`src/rtl/hazard_pkg.sv`:
```
// Shared hazard-control types: FSM states and execute-stage operand mux3 select codes.
package hazard_pkg;

    localparam int unsigned FWDW = 2;

    typedef enum logic [1:0] {
        RUN    = 2'd0,
        FREEZE = 2'd1,
        ERR    = 2'd2
    } state_e;

    // Select codes shared with the datapath mux3 instances.
    localparam logic [FWDW-1:0] FWD_RF  = 2'b00;
    localparam logic [FWDW-1:0] FWD_WB  = 2'b01;
    localparam logic [FWDW-1:0] FWD_MEM = 2'b10;

endpackage

```
`src/rtl/fwd_predict.sv`:
```
// Decode-stage forward prediction for one execute operand; the result is registered by the parent.
module fwd_predict
    import hazard_pkg::*;
#(
    parameter int unsigned REGW = 5
) (
    input  logic [REGW-1:0] rs,
    input  logic [REGW-1:0] rd_e,
    input  logic            reg_write_e,
    input  logic [REGW-1:0] rd_m,
    input  logic            reg_write_m,
    output logic [FWDW-1:0] sel_c
);

    // The EX producer will sit in MEM when this consumer reaches EX, so it wins over MEM.
    always_comb begin
        sel_c = FWD_RF;
        if (rs != '0) begin
            if (reg_write_e && (rd_e == rs)) begin
                sel_c = FWD_MEM;
            end else if (reg_write_m && (rd_m == rs)) begin
                sel_c = FWD_WB;
            end
        end
    end

endmodule

```
`src/rtl/hazard_unit.sv`:
```
// Pipeline hazard controller: registered forward selects, load-use/branch stall-flush, memory-wait freeze FSM.
module hazard_unit
    import hazard_pkg::*;
#(
    parameter int unsigned REGW    = 5,
    parameter int unsigned CNTW    = 32,
    parameter int unsigned TIMEOUT = 255
) (
    input  logic            clk,
    input  logic            rst_n,
    input  logic [REGW-1:0] rs1_d,
    input  logic [REGW-1:0] rs2_d,
    input  logic [REGW-1:0] rd_e,
    input  logic            reg_write_e,
    input  logic            load_e,
    input  logic [REGW-1:0] rd_m,
    input  logic            reg_write_m,
    input  logic            pc_src_e,
    input  logic            mem_busy,
    output logic [1:0]      fwd_a_e,
    output logic [1:0]      fwd_b_e,
    output logic            stall_f,
    output logic            stall_d,
    output logic            stall_e,
    output logic            stall_m,
    output logic            flush_d,
    output logic            flush_e,
    output logic            frozen,
    output logic            mem_err,
    output logic [CNTW-1:0] stall_cnt
);

    localparam int unsigned BUSYW = (TIMEOUT < 1) ? 1 : $clog2(TIMEOUT + 1);

    state_e             state;
    state_e             state_nxt;
    logic [BUSYW-1:0]   busy_cnt;
    logic [FWDW-1:0]    fwd_a_c;
    logic [FWDW-1:0]    fwd_b_c;
    logic               lu_c;
    logic               hold_c;
    logic               any_stall_c;

    fwd_predict #(.REGW(REGW)) u_fwd_a (
        .rs          (rs1_d),
        .rd_e        (rd_e),
        .reg_write_e (reg_write_e),
        .rd_m        (rd_m),
        .reg_write_m (reg_write_m),
        .sel_c       (fwd_a_c)
    );

    fwd_predict #(.REGW(REGW)) u_fwd_b (
        .rs          (rs2_d),
        .rd_e        (rd_e),
        .reg_write_e (reg_write_e),
        .rd_m        (rd_m),
        .reg_write_m (reg_write_m),
        .sel_c       (fwd_b_c)
    );

    assign lu_c = load_e && (rd_e != '0) && ((rd_e == rs1_d) || (rd_e == rs2_d));

    always_ff @(posedge clk or negedge rst_n) begin
        if (!rst_n) begin
            state <= RUN;
        end else begin
            state <= state_nxt;
        end
    end

    // Next state plus stall/flush controls; memory wait or ERR beats branch flush, which beats load-use.
    always_comb begin
        state_nxt = state;
        hold_c    = 1'b0;
        stall_f   = 1'b0;
        stall_d   = 1'b0;
        stall_e   = 1'b0;
        stall_m   = 1'b0;
        flush_d   = 1'b0;
        flush_e   = 1'b0;

        case (state)
            RUN: begin
                if (mem_busy) begin
                    state_nxt = FREEZE;
                end
            end
            FREEZE: begin
                if (!mem_busy) begin
                    state_nxt = RUN;
                end else if (busy_cnt == BUSYW'(TIMEOUT)) begin
                    state_nxt = ERR;
                end
            end
            ERR: begin
                state_nxt = ERR;
            end
            default: begin
                state_nxt = RUN;
            end
        endcase

        if ((state != RUN) || mem_busy) begin
            hold_c  = 1'b1;
            stall_f = 1'b1;
            stall_d = 1'b1;
            stall_e = 1'b1;
            stall_m = 1'b1;
        end else if (pc_src_e) begin
            flush_d = 1'b1;
            flush_e = 1'b1;
        end else if (lu_c) begin
            stall_f = 1'b1;
            stall_d = 1'b1;
            flush_e = 1'b1;
        end
    end

    assign any_stall_c = stall_f || stall_d || stall_e || stall_m;

    // Status flags track the state register so they are glitch-free flop outputs.
    always_ff @(posedge clk or negedge rst_n) begin
        if (!rst_n) begin
            frozen  <= 1'b0;
            mem_err <= 1'b0;
        end else begin
            frozen  <= (state_nxt == FREEZE);
            mem_err <= (state_nxt == ERR);
        end
    end

    always_ff @(posedge clk or negedge rst_n) begin
        if (!rst_n) begin
            fwd_a_e <= FWD_RF;
            fwd_b_e <= FWD_RF;
        end else if (flush_e) begin
            fwd_a_e <= FWD_RF;
            fwd_b_e <= FWD_RF;
        end else if (!hold_c) begin
            fwd_a_e <= fwd_a_c;
            fwd_b_e <= fwd_b_c;
        end
    end

    // Consecutive-busy counter, saturating at TIMEOUT.
    always_ff @(posedge clk or negedge rst_n) begin
        if (!rst_n) begin
            busy_cnt <= '0;
        end else if (!mem_busy) begin
            busy_cnt <= '0;
        end else if (busy_cnt != BUSYW'(TIMEOUT)) begin
            busy_cnt <= busy_cnt + BUSYW'(1);
        end
    end

    always_ff @(posedge clk or negedge rst_n) begin
        if (!rst_n) begin
            stall_cnt <= '0;
        end else if (any_stall_c && (stall_cnt != '1)) begin
            stall_cnt <= stall_cnt + CNTW'(1);
        end
    end

endmodule
```
`config.mk`:
```
export PLATFORM = sky130hd
export DESIGN_NAME = hazard_unit
export DESIGN_NICKNAME = d
export VERILOG_FILES = /design/src/rtl/hazard_pkg.sv /design/src/rtl/fwd_predict.sv /design/src/rtl/hazard_unit.sv
export SDC_FILE = /design/constraint.sdc
export NUM_CORES = 1
export LEC_CHECK = 0
export ABC_AREA = 1
export ABC_CLOCK_PERIOD_IN_PS = 2360
export CORE_AREA = 2 2 89 91
export CTS_CLUSTER_SIZE = 12
export DETAILED_ROUTE_END_ITERATION = 7
export DIE_AREA = 0 0 91 93
export MAX_ROUTING_LAYER = met4
export PLACE_DENSITY = 0.72
export SLEW_MARGIN = 40
export SYNTH_ARGS = -nofsm -noshare
export SYNTH_HDL_FRONTEND = slang
export SYNTH_SLANG_ARGS = --single-unit
export TNS_END_PERCENT = 1
```
`constraint.sdc`:
```
create_clock -name clk -period 2.36 [get_ports clk]
set_input_delay 0.708 -clock clk [delete_from_list [all_inputs] [get_ports clk]]
set_output_delay 0.708 -clock clk [all_outputs]
set_load 0.01 [all_outputs]
```
==> results.ini, run 1 <==
[run_status]
status=finished with violations
violations=setup timing

[finish]
design_area_um2=4540
final_common_cell=nand2_1
antenna_cells=0
area_delta_synth_final_pct=37.6
final_cells=718
drive_gt1_share_pct=19.3
post-route-util_pct=60.3
final_cell_mix=nand2_1, inv_1, nand3_1
fin_nets=644
fillers=727

[setup_path]
cpPeakStageDelay_ns=0.14
critical-path-top-delay-family=buffers and inverters
cpMaxStageDelayCell=nor2_2
r2r_slack_ns=0.48
cp_num_buf_inv=10
start_kind=input port
cp.required_ns=2.58
crit_top_cell=buf_4
crit_type=input port to flop
endpoint_kind=flop
path_cells=buf_6, nand2_1, nand2_2, nor2_2, nand3_2, buf_4, buf_4, buf_4, buf_4, buf_4, buf_4, buf_4, buf_4, buf_4, nor2_4, nand3_2, o21ai_1
path_max_fanout=3
arrival_ns=2.59

[floorplan]
dieArea_um2=8460
die_x_um=91
placementRows=32
die_h_um=93
initial_core_util_pct=43.8
io_pins=71
core_area_um2=7530

[power]
power.internal_uw=1200
p_sw_share_pct=25.5
power_frac_seq_pct=53.9
ir_worst_vdd_uv=303
p_switching_uw=412
p_clk_share_pct=32.2
power_leakage_uw=0.00220
powerDensity_nw_per_um2=356
power_frac_comb_pct=13.9

[drt]
drc=0
drtPass1Iterations=7
wl_mm=8.35
post_drt_wl_per_cell_um=11.6
via_per_inst=4.75
ant_nets=0
drt_iter0_markers=154
vias=3412

[yosys]
synth_edf_count=0
synth.distinct_cells=33
yosys_warnings=0
synth_area_um2=3300
syn_nets=538
ys_seq_area_share_pct=36.4
async_flop_share_pct=100
avgSynthCellArea_um2=6.48
ys.flop_type=dfrtp_1
synthCells=509
synth-seq-cells=48

[clock_network]
h-tree-depth=2
holdBufCountCts=0
cts_tree=yes
cts_buffer_depth=2
cts-root-buf=clkbuf_8
cts.reportedPaths.clkPinSlew_ns=0.09
clk_latency_ns=0.30
cts.sinks=48
numCtsBuffers=5

[timing]
max_slew.worst_pin.slew_ns=0.513
fin_crit_ns=2.37
finalClockSkew_ns=0.0131
maxSlewViolCount=0
rsz0062_at_grt=yes
hold_viol=0
fmax_mhz=422
finalSetupViolCount=2
post-route-period-util_pct=100
setup_ws_ns=-0.0116
relSlewSlack_pct=65.8

[run]
maxCapViolations=0

[place]
place.gp.congestion=0.849
dp_cells=693
port_buffers=70
place_area_um2=4210
place_hpwl_mm=6.22
place_ws_ns=-0.976

[grt]
grt_usage_pct=20.9
grt_pass1_wl_mm=14.3
grt_max_degree=46
grt-ovfl-total=0
grt_pass1_vias=3343
antenna_found_initial=0

[worst_hold_path]
timing.hold.worst.class=input port to asynchronous set/reset pin

[metrics by stage]
step           power [µW]  hold slack, ns  TNS [ns]
3_3_place_gp         1070           0.471    -15.86
2_1_floorplan         958           0.412         0
6_report             1610           0.368   -0.0150
3_5_place_dp         1070           0.468    -19.64
5_1_grt              1700           0.402    -0.384
4_1_cts              1600           0.382    -0.417
[path summary, 6_finish.rpt]
check | start | end | depth (start not counted)
min in group clk | fwd_a_e[0] | fwd_a_e[0] | 2
worst max register to register | stall_cnt[0] | stall_cnt[15] | 10
worst min-delay path | rst_n | stall_cnt[22] | 1
worst max-delay path | rd_e[3] | fwd_b_e[1] | 17
worst min register to register | fwd_a_e[0] | fwd_a_e[0] | 2
max in group asynchronous | rst_n | fwd_b_e[0] | 2
[area by class of cell]
type	count	area (µm²)	share of cell area (%)
clock buffers	6	82.6	1.82
clock inverters	2	13.8	0.303
inverters	87	335	7.39
multi-input cells	364	1770	39.0
flip-flops and latches	48	1200	26.5
well taps	102	128	2.81
repair buffers	109	1010	22.2
[cell families (layout without fill, tap and decap cells)]
family                   count (synthesis)  count (layout)  share of synthesized area [%]
buffers and inverters                   97             204                           12.6
AND/OR/NAND/NOR                        327             327                           43.1
XOR/XNOR                                13              13                           3.45
AO/OA/AOI/OAI                           22              22                           3.72
adder cells (fa/ha/maj)                  2               2                          0.759
flip-flops                              48              48                           36.4
[sequential cells by signal, summed over array words and instances, names as in the netlist]
name / cells
state: 2
fwd_a_e: 2
busy_cnt: 8
stall_cnt: 32
fwd_b_e: 2
frozen: 1
mem_err: 1
[timing repair]
item                                    in CTS  in global routing
cloned                                       0                  0
pin swaps                                   11                 31
gates resized for setup                     74                 70
endpoints found under the setup margin      36                 36
buffers inserted                            18                  0
[synthesized netlist by cell type (2+ instances only)]
cell	n	share of area, %
inv_2	3	0.34
o22ai_1	2	0.38
inv_1	82	9.3
nor3_1	11	1.7
nor2_1	46	5.2
nor2_2	5	0.95
nand2_1	186	21
ha_1	2	0.76
a22oi_1	2	0.46
buf_6	5	1.7
dfrtp_1	48	36
nand3b_1	2	0.46
a21oi_1	9	1.4
o21ai_0	7	1.1
buf_4	3	0.68
or2_2	2	0.38
nand3_1	55	8.3
nand4_1	7	1.3
nor3_2	2	0.61
xor2_1	8	2.1
nand2_2	4	0.76
xnor2_1	5	1.3
nand3_2	3	0.91
[metal layers]
metal  routed length, µm  GRT usage, %  vias up
met1                3640          24.4     1556
met2                4290          37.3       66
met5                   0             -        -
met3                 252          3.38       14
li1                    -             -     1776
met4                 164          5.81        0
[power groups by stage]
stage	sequential, µW	combinational [µW]	clock (µW)
detailed placement	884	189	0
global placement	884	186	0
global route	874	253	570
finish	869	224	520
CTS	869	199	536
floorplan	880	78.5	0
Power figures use the tool's default switching activity.
==> run 2: changes to the inputs <==
--- a/config.mk
+++ b/config.mk
@@ -6,7 +6,7 @@
 export NUM_CORES = 1
 export LEC_CHECK = 0
 export ABC_AREA = 1
-export ABC_CLOCK_PERIOD_IN_PS = 2360
+export ABC_CLOCK_PERIOD_IN_PS = 2520
 export CORE_AREA = 2 2 89 91
 export CTS_CLUSTER_SIZE = 12
 export DETAILED_ROUTE_END_ITERATION = 7
==> constraint.sdc (replaced) <==
create_clock -name clk -period 2.52 [get_ports clk]
set_input_delay 0.756 -clock clk [delete_from_list [all_inputs] [get_ports clk]]
set_output_delay 0.756 -clock clk [all_outputs]
set_load 0.01 [all_outputs]
==> results.ini, run 2 (synthesis results as in run 1) <==
[run_status]
status=finished with violations
violations=setup timing

[floorplan]
initial_core_util_pct=43.8
die_h_um=93
core_area_um2=7530
dieArea_um2=8460
die_x_um=91
placementRows=32
io_pins=71

[clock_network]
cts.reportedPaths.clkPinSlew_ns=0.10
cts_buffer_depth=2
cts.sinks=48
cts-root-buf=clkbuf_8
cts_tree=yes
numCtsBuffers=5
h-tree-depth=2
clk_latency_ns=0.31

[power]
ir_worst_vdd_uv=305
power_leakage_uw=0.00221
powerDensity_nw_per_um2=373

[setup_path]
cpPeakStageDelay_ns=0.19
cp.required_ns=1.76
endpoint_kind=primary output
start_kind=input port
cpMaxStageDelayCell=o21ai_1
path_max_fanout=3
path_cells=buf_4, inv_2, buf_4, nand4_1, o21ai_1, inv_1, nand2_1, nand2_2, nand2_2, inv_1, buf_2
crit_type=input port to primary output
arrival_ns=1.80

[timing]
finalClockSkew_ns=0.0191
post-route-period-util_pct=102
setup_ws_ns=-0.0404
relSlewSlack_pct=63.9
finalSetupViolCount=4
whs_ns=0.419
max_slew.worst_pin.slew_ns=0.542
fin_crit_ns=2.56
hold_viol=0
rsz0062_at_grt=yes
maxSlewViolCount=0
fin_tns_setup_ns=-0.109
fmax_mhz=391

[drt]
drtPass1Iterations=4
via_per_inst=4.83
drt_iter0_markers=197
vias=3474
post_drt_wl_per_cell_um=12.1
drc=0
ant_nets=0
wl_mm=8.69

[finish]
final_common_cell=nand2_1
largest_reg_flops=32
final_cell_mix=nand2_1, inv_1, nand3_1
fin_nets=646
post-route-util_pct=60.5
reg_top3=stall_cnt x32, busy_cnt x8
design_area_um2=4550
fillers=723
drive_gt1_share_pct=19.1
final_cells=720
top_register=stall_cnt
area_delta_synth_final_pct=38.0
antenna_cells=0

[grt]
antenna_found_initial=0
grt_pass1_vias=3415
grt_max_degree=46
grt_usage_pct=21.4
grt-ovfl-total=0
grt_pass1_wl_mm=14.7

[place]
dp_cells=693
place_hpwl_mm=6.16
place_area_um2=4210
port_buffers=70
place.gp.congestion=0.860

[run]
maxCapViolations=0

[worst_hold_path]
timing.hold.worst.class=input port to asynchronous set/reset pin

## run 2: area by class of cell
cell class / count / area [µm²] / share of cell area (%)
Multi-Input combinational cell: 364 / 1780 / 39.1
Sequential cell: 48 / 1200 / 26.4
Timing Repair Buffer: 111 / 975 / 21.4
Inverter: 87 / 330 / 7.26
Tap cell: 102 / 128 / 2.80
Clock buffer: 5 / 68.8 / 1.51
Clock inverter: 3 / 68.8 / 1.51
## run 2: stage by stage
step / worst slack [ns] / power [µW]
after floorplan: 0.0971 / 897
after global placement: -0.845 / 1000
after detailed placement: -0.903 / 1010
after CTS: -0.0779 / 1700
after global routing: -0.160 / 1780
final: -0.0404 / 1700
## run 2: critical path: cells and delay by family
family / cells / cell delay, ns
AOI/OAI and AO/OA: 1 / 0.19
buffers and inverters: 6 / 0.53
and+or+nand+nor: 4 / 0.32
## run 2: worst paths after layout
| check | startpoint | to | slack [ns] | cells after the start |
|---|---|---|---|---|
| min | rst_n | stall_cnt[28] | 0.42 | 1 |
| min in group clk | fwd_a_e[0] | fwd_a_e[0] | 0.49 | 2 |
| min reg2reg | fwd_a_e[0] | fwd_a_e[0] | 0.49 | 2 |
| max reg2reg | stall_cnt[0] | stall_cnt[15] | 0.62 | 10 |
| max | rd_e[1] | flush_e | -0.04 | 11 |
| max in group asynchronous | rst_n | fwd_b_e[0] | 1.55 | 2 |
## run 2: report_power, final
part | total (µW) | switching (µW) | internal (µW) | leakage (µW)
Combinational | 210 | 105 | 105 | 0.00149
Clock | 671 | 272 | 400 | 0.0000687
Sequential | 815 | 24.6 | 790 | 0.000643
Total | 1700 | 401 | 1290 | 0.00221
## run 2: what timing repair did
item | in CTS | in global routing
buffers inserted | 20 | 0
hold buffers | 0 | 0
pin swaps | 10 | 18
setup endpoints to repair | 35 | 18
gates resized for setup | 65 | 55
## run 2: routing by layer
| metal | vias to the layer above | track usage (%) | wire length, µm |
|---|---|---|---|
| met1 | 1603 | 24.8 | 3700 |
| met4 | 0 | 6.69 | 233 |
| li1 | 1778 | - | - |
| met2 | 76 | 38.4 | 4470 |
| met5 | - | - | 0 |
| met3 | 17 | 3.30 | 291 |
